### src/rtl/store_narrow_unit.sv
// store_narrow_unit: narrows a 32-bit register value into a byte, halfword or
// word store on a word-organised data memory with a one-cycle read latency.
// Sub-word stores run a read-modify-write (IDLE -> RD -> WR -> DONE); word
// stores skip the read; misaligned or illegal requests go straight to DONE
// with err_o set and never touch memory.
// Optional feature: define NARROW_OVF_CHK_EN to build the ovf_o check that
// flags sub-word data which does not survive narrowing as a signed value.
module store_narrow_unit #(
  parameter int ADDR_W = 32
) (
  input  logic              clk_i,
  input  logic              rst_i,
  input  logic              req_i,
  output logic              ready_o,
  input  logic [ADDR_W-1:0] addr_i,
  input  logic [31:0]       data_i,
  input  logic [1:0]        size_i,
  output logic              done_o,
  output logic              err_o,
  output logic              ovf_o,
  output logic [ADDR_W-3:0] mem_addr_o,
  output logic              mem_re_o,
  input  logic [31:0]       mem_rdata_i,
  output logic              mem_we_o,
  output logic [31:0]       mem_wdata_o
);

  typedef enum logic [1:0] {
    IDLE = 2'd0,
    RD   = 2'd1,
    WR   = 2'd2,
    DONE = 2'd3
  } state_t;

  localparam logic [1:0] SIZE_BYTE = 2'b00;
  localparam logic [1:0] SIZE_HALF = 2'b01;
  localparam logic [1:0] SIZE_WORD = 2'b10;

  state_t            state;
  state_t            state_next;
  logic [ADDR_W-1:0] addr_q;
  logic [31:0]       data_q;
  logic [1:0]        size_q;
  logic              err_q;
  logic              accept;
  logic              bad_req;
  logic [31:0]       merged;

  assign accept = req_i && (state == IDLE);

  // Reject illegal sizes and stores that are not naturally aligned
  always_comb begin
    bad_req = 1'b0;
    case (size_i)
      SIZE_HALF: bad_req = addr_i[0];
      SIZE_WORD: bad_req = (addr_i[1:0] != 2'b00);
      2'b11:     bad_req = 1'b1;
      default:   bad_req = 1'b0;
    endcase
  end

  // State register plus request fields captured at accept
  always_ff @(posedge clk_i) begin
    if (rst_i) begin
      state  <= IDLE;
      addr_q <= '0;
      data_q <= '0;
      size_q <= '0;
      err_q  <= 1'b0;
    end else begin
      state <= state_next;
      if (accept) begin
        addr_q <= addr_i;
        data_q <= data_i;
        size_q <= size_i;
        err_q  <= bad_req;
      end
    end
  end

  // Splice the narrowed store data into the word read back from memory
  always_comb begin
    merged = mem_rdata_i;
    case (size_q)
      SIZE_BYTE: merged[{addr_q[1:0], 3'b000} +: 8] = data_q[7:0];
      SIZE_HALF: begin
        if (addr_q[1]) begin
          merged[31:16] = data_q[15:0];
        end else begin
          merged[15:0] = data_q[15:0];
        end
      end
      default: merged = data_q;
    endcase
  end

  // Next-state selection and output decode from the state register
  always_comb begin
    state_next  = state;
    ready_o     = 1'b0;
    done_o      = 1'b0;
    err_o       = 1'b0;
    mem_re_o    = 1'b0;
    mem_we_o    = 1'b0;
    mem_addr_o  = '0;
    mem_wdata_o = '0;
    case (state)
      IDLE: begin
        ready_o = 1'b1;
        if (req_i) begin
          if (bad_req) begin
            state_next = DONE;
          end else if (size_i == SIZE_WORD) begin
            state_next = WR;
          end else begin
            state_next = RD;
          end
        end
      end
      RD: begin
        mem_re_o   = 1'b1;
        mem_addr_o = addr_q[ADDR_W-1:2];
        state_next = WR;
      end
      WR: begin
        mem_we_o    = 1'b1;
        mem_addr_o  = addr_q[ADDR_W-1:2];
        mem_wdata_o = merged;
        state_next  = DONE;
      end
      DONE: begin
        done_o     = 1'b1;
        err_o      = err_q;
        state_next = IDLE;
      end
      default: state_next = IDLE;
    endcase
  end

`ifdef NARROW_OVF_CHK_EN
  logic ovf_flag;

  // Detect store data whose upper bits are not a sign extension of the kept part
  always_comb begin
    ovf_flag = 1'b0;
    case (size_q)
      SIZE_BYTE: ovf_flag = (data_q[31:8] != {24{data_q[7]}});
      SIZE_HALF: ovf_flag = (data_q[31:16] != {16{data_q[15]}});
      default:   ovf_flag = 1'b0;
    endcase
  end

  assign ovf_o = (state == DONE) && !err_q && ovf_flag;
`else
  assign ovf_o = 1'b0;
`endif

endmodule

### config.mk
export PLATFORM = sky130hd
export DESIGN_NAME = store_narrow_unit
export DESIGN_NICKNAME = d
export VERILOG_FILES = /design/src/rtl/store_narrow_unit.sv
export SDC_FILE = /design/constraint.sdc
export NUM_CORES = 1
export LEC_CHECK = 0
export CAP_MARGIN = 15
export CORE_MARGIN = 4
export CORE_UTILIZATION = 43
export CTS_CLUSTER_DIAMETER = 200
export CTS_CLUSTER_SIZE = 10
export DETAILED_ROUTE_END_ITERATION = 8
export PLACE_DENSITY = 0.89
export SLEW_MARGIN = 20
export SYNTH_ARGS = -nofsm -noshare
export SYNTH_HDL_FRONTEND = slang
export SYNTH_SLANG_ARGS = --single-unit
### constraint.sdc
create_clock -name clk_i -period 3.7 [get_ports clk_i]
set_input_delay 0.74 -clock clk_i [delete_from_list [all_inputs] [get_ports clk_i]]
set_output_delay 0.74 -clock clk_i [all_outputs]
set_load 0.02 [all_outputs]
Yosys cells after proc, flatten, opt, wreduce, memory -nomap -nowiden
Index checks and enable logic that the tools add are counted.
W data, S select, Z words.
{"block": "word_totals", "register_bits": 69, "input_bits": 101, "out_inout_bits": 68, "wordCells": 37}
{"block": "classes", "n_addsub": 1, "eq_ne": 8, "shifts": 2, "muxes": 16, "n_reduce_logical": 5}
{"cell": "$pmux W32 S2", "count": 1}
{"cell": "$bwmux W32", "count": 1}
{"cell": "$mux W16", "count": 2}
{"cell": "$mux W32", "count": 1}
{"cell": "$shift A8 B7 Y32 const A", "count": 1}
{"cell": "$shiftx A8 B7 Y32", "count": 1}
{"cell": "$mux W30", "count": 1}
{"cell": "$eq A2 B2 Y1 const B", "count": 4}
{"cell": "$pmux W2 S4", "count": 1}
{"cell": "$neg A5 Y7", "count": 1}
{"cell": "$eq A2 B1 Y1 const B", "count": 3}
{"cell": "$mux W2", "count": 3}
{"cell": "$mux W1", "count": 5}
{"cell": "$logic_not A2 Y1", "count": 2}
{"cell": "$pmux W1 S3", "count": 1}
{"cell": "$ne A2 B2 Y1 const B", "count": 1}
{"cell": "$reduce_bool A2 Y1", "count": 1}
{"cell": "$reduce_or A2 Y1", "count": 1}
{"cell": "$logic_and A1 B1 Y1", "count": 1}

Logic depth before layout (Yosys ltp)
{"block": "depth", "word_depth": 5, "ltp_mapped": 9, "depth_no_buf": 5}

Worst setup path after synthesis
No wires, ideal clock.
{"block": "synth_path", "path_kind": "reg2out", "from": "register addr_q[1]", "to": "output mem_wdata_o[0]", "t_arrival_ns": 2.477, "required_time_ns": 2.960, "slack_ns": 0.483, "stages_incl_launch_ff": 10, "path_buffers": 4, "path_cell_list": "dfxtp_1 > buf_2 > buf_4 > buf_2 > inv_1 > ha_1 > and4bb_1 > clkbuf_1 > a221oi_1 > a211oi_1"}
{"block": "synth_between", "elab_chain_len": 5, "elab_cells_between_ends": 7, "cone_classes": "add/sub: 1; shift: 2; mux: 4"}
{"element": "start: declaration", "line_no": "41", "rtl": "logic [ADDR_W-1:0] addr_q;"}
{"element": "start signal: assignment", "line_no": "73", "rtl": "addr_q <= addr_i;"}
{"element": "$neg A5 Y7", "line_no": "85", "rtl": "SIZE_BYTE: merged[{addr_q[1:0], 3'b000} +: 8] = data_q[7:0];"}
{"element": "$shiftx A8 B7 Y32 / $shift A8 B7 Y32 (equally long branches)", "line_no": "85"}
{"element": "$bwmux W32", "line_no": "85"}
{"element": "$pmux W32 S2 *", "line_no": "84", "rtl": "case (size_q)"}
{"element": "$mux W32 *", "line_no": "107", "rtl": "case (state)"}
{"element": "end: declaration", "line_no": "25", "rtl": "output logic [31:0] mem_wdata_o"}
Every way passes the cells marked *; elsewhere a longest branch is shown, timed or not.

Worst setup path after layout
{"block": "layout_path", "from": "register addr_q[0]", "to": "output mem_wdata_o[20]"}
{"block": "layout_between", "elab_chain_len": 5, "elab_cells_between_ends": 6, "cone_classes": "add/sub: 1; shift: 2; mux: 3"}
{"element": "$neg A5 Y7 *", "line_no": "85"}
{"element": "$shiftx A8 B7 Y32 / $shift A8 B7 Y32 (equally long branches)", "line_no": "85"}
{"element": "$bwmux W32 *", "line_no": "85"}
{"element": "$pmux W32 S2 *", "line_no": "84"}
{"element": "$mux W32 *", "line_no": "107"}
Marked as above.

==> impl_metrics.py <==
metrics = {
    "layout": {
        "antenna_cells": 0,
        "final_cell_mix": "clkdlybuf4s50_1 (166), nand2_1 (136), a21oi_1 (84)",
        "multi_input_area_um2": 2360,
        "fillers": 774,
        "synthToLayoutAreaGrowth_pct": 47.0,
        "nets": 781,
        "final_common_cell": "clkdlybuf4s50_1",
        "final-seq-area_um2": 1380,
        "drive_above_1_share": 0.0667,
        "stdcell_count": 783,
    },
    "power": {
        "intPower_mw": 1.99,
        "p_leak_nw": 2.05,
        "p_seq_frac": 0.303,
        "pwr-share-comb": 0.494,
        "power_frac_clock": 0.203,
        "peakVddDrop_v": 0.000351,
        "switching_share": 0.415,
        "p_sw_mw": 1.41,
        "power_density_nw_per_um2": 581,
    },
    "global_routing": {
        "grt_pass1_wl_mm": 22.3,
        "grt_pass1_vias": 4505,
        "grt_usage": 0.248,
        "antenna_found_initial": 0,
        "grt_overflow": 0,
        "grt_start_max_net_pins": 70,
    },
    "setup_path": {
        "worstSetupStartpointType": "flip-flop",
        "crit_required_ns": 2.96,
        "path_class": "flip-flop to primary output",
        "r2r_cells": 5,
        "slowest_delay_ns": 0.64,
        "rrSetupSlack_ns": 1.74,
        "reg2reg_to": "state[1]",
        "crit_chain": "inv_1, ha_1, nor4bb_1, buf_4, nand3_1, a21oi_1, clkdlybuf4s50_1",
        "crit_fanout": 9,
        "slowest_stage": "clkdlybuf4s50_1",
        "crit_start": "addr_q[0]",
        "cp.arrival_ns": 2.77,
        "endpoint_kind": "primary output",
        "r2r_start": "state[0]",
    },
    "detailed_routing": {
        "wl_per_cell_um": 17.9,
        "first_pass_iters": 5,
        "routed_via_density": 5.63,
        "drt_iter0_drc": 236,
        "drc": 0,
        "vias": 4410,
        "drt-total-wl_mm": 14.0,
        "ant_nets": 0,
    },
    "timing": {
        "setup_tns_ns": 0,
        "finalHoldViolCount": 0,
        "final_max_slew_viol_count": 0,
        "min_period_ns": 3.51,
        "finalCritPeriodShare": 0.948,
        "fin_ws_ns": 0.192,
        "slew_headroom": 0.466,
        "worst_pin_slew_ns": 0.800,
        "rsz0062_at_grt": "no",
        "setup_viol": 0,
        "fin_skew_ns": 0.00873,
        "max_freq_mhz": 285,
    },
    "clocking": {
        "cts_resized": 0,
        "postCtsHoldBufs": 0,
        "cts_tree": "done",
        "root_buffer": "clkbuf_8",
        "post-cts-setup-buffer-count": 0,
        "htreeDepth": 3,
        "clock-sinks": 69,
        "clkTransAtPathRegs_ns": 0.07,
        "clockBufferDepth": 2,
        "clk_latency_ns": 0.34,
        "cts_inserted_buffers": 9,
    },
    "outcome": {
        "status": "finished clean",
    },
    "synth": {
        "synth_compound_area_frac": 0.245,
        "synth_cell_type_count": 38,
        "ys_ff_latch": 69,
        "yosys-mux-area-fraction": 0.0452,
        "synth_simple_gate_area_share": 0.266,
        "ys_seq_area_frac": 0.346,
        "yosysWarnings": 0,
        "netlist_area_um2": 3990,
        "synth-xor-area-share": 0,
        "synthCells": 537,
        "syn_avg_cell_area_um2": 7.43,
        "synth_top_family_by_area": "simple AND/OR/NAND/NOR gates",
        "synth_nets": 648,
        "synthAdderAreaFrac": 0.0314,
    },
    "min_path": {
        "min_from": "addr_q[2]",
        "hold_path_depth": 2,
        "hold_path_end": "addr_q[2]",
        "hp-class": "flip-flop to flip-flop",
    },
    "placement": {
        "placed_cells_incl_taps": 767,
        "port_buffers": 167,
        "dp_hpwl_mm": 9.91,
        "gp_congestion": 0.882,
        "pre_cts_ws_ns": 0.469,
    },
    "floorplan": {
        "design.die.area_um2": 10900,
        "fp.dieW_um": 104,
        "num_io_pins": 169,
        "die_h_um": 104,
        "start_util": 0.448,
        "rows": 34,
        "core_area_um2": 8890,
    },
    "run": {
        "max-cap-violations": 0,
    },
}
==> metal layers <==
layer  up-vias  part of all wire  GRT usage
met3        28              0.11     0.0838
li1       2153                 -          -
met5         -                 0          0
met2       216              0.48      0.422
met1      2013              0.39      0.279
met4         0             0.027      0.109
==> worst max-delay path: cells and delay by family, from the launching register on <==
family          cells  cell delay, ns
compound gates      1            0.18
fa+ha+maj           1            0.39
buf+inv             3            1.00
flops               1            0.38
simple gates        2            0.48
==> synthesized netlist by cell type (all sizes together) <==
cell type	instances	share of area
a211o	2	0.0044
a211oi	8	0.015
a21oi	84	0.11
a221oi	14	0.031
a22oi	10	0.019
a31oi	9	0.014
a32oi	8	0.018
and2	33	0.052
and3b	1	0.0022
and4bb	1	0.0031
buf	20	0.028
clkbuf	32	0.030
conb	1	0.00094
dfxtp	69	0.35
ha	10	0.031
inv	7	0.0066
mux2	16	0.045
nand2	137	0.13
nand2b	3	0.0047
nand3	16	0.020
nand4	9	0.014
nor2	2	0.0019
nor2b	5	0.0078
nor3	3	0.0063
nor4b	8	0.021
nor4bb	1	0.0025
o211ai	1	0.0019
o21a	1	0.0019
o21ai	16	0.020
o221ai	1	0.0022
o22ai	8	0.013
or2	1	0.0016
==> power by group through the flow <==
stage,logic (mW),registers (mW),clock network [mW]
2_1_floorplan,1.09,0.990,0
6_report,1.68,1.03,0.691
5_1_grt,1.83,1.05,0.732
4_1_cts,1.68,1.03,0.701
3_3_place_gp,1.62,1.03,0
3_5_place_dp,1.67,1.04,0
==> stage by stage <==
stage / power [mW] / cell area [um^2] / util / hold WS [ns]
6_report: 3.40 / 5860 / 0.659 / 0.452
5_1_grt: 3.61 / 5860 / 0.659 / 0.478
4_1_cts: 3.41 / 5860 / 0.659 / 0.455
3_5_place_dp: 2.71 / 5640 / 0.634 / 0.445
3_3_place_gp: 2.65 / 5630 / 0.633 / 0.438
2_1_floorplan: 2.08 / 3990 / - / 0.432
==> worst max path at each step <==
| stage | to | slack, ns | cells past startpoint |
|---|---|---|---|
| 2_1_floorplan | mem_wdata_o[0] | 0.48 | 9 |
| 3_3_place_gp | mem_wdata_o[31] | 0.59 | 6 |
| 3_5_place_dp | mem_wdata_o[24] | 0.47 | 6 |
| 4_1_cts | mem_wdata_o[24] | 0.09 | 6 |
| 5_1_grt | mem_wdata_o[3] | 0.004 | 6 |
| 6_report | mem_wdata_o[20] | 0.19 | 7 |
==> cell families after synthesis <==
logic type	after synthesis
AND/OR/NAND/NOR	220
flip-flops	69
multiplexers	16
AO/OA/AOI/OAI	162
adder cells (fa/ha/maj)	10
other	1
buffers and inverters	59
==> state kept, by name, summed over array words and instances, names as in the netlist <==
| signal | cells |
|---|---|
| addr_q | 32 |
| data_q | 32 |
| size_q | 2 |
| state | 2 |
| err_q | 1 |
==> area by class of cell <==
type,count,area share
inverters,7,0.00448
repair buffers,174,0.296
well taps,108,0.0231
flip-flops and latches,69,0.236
clock buffers,10,0.0235
clock inverters,6,0.0147
multi-input cells,409,0.403
Power figures use the tool's default switching activity.
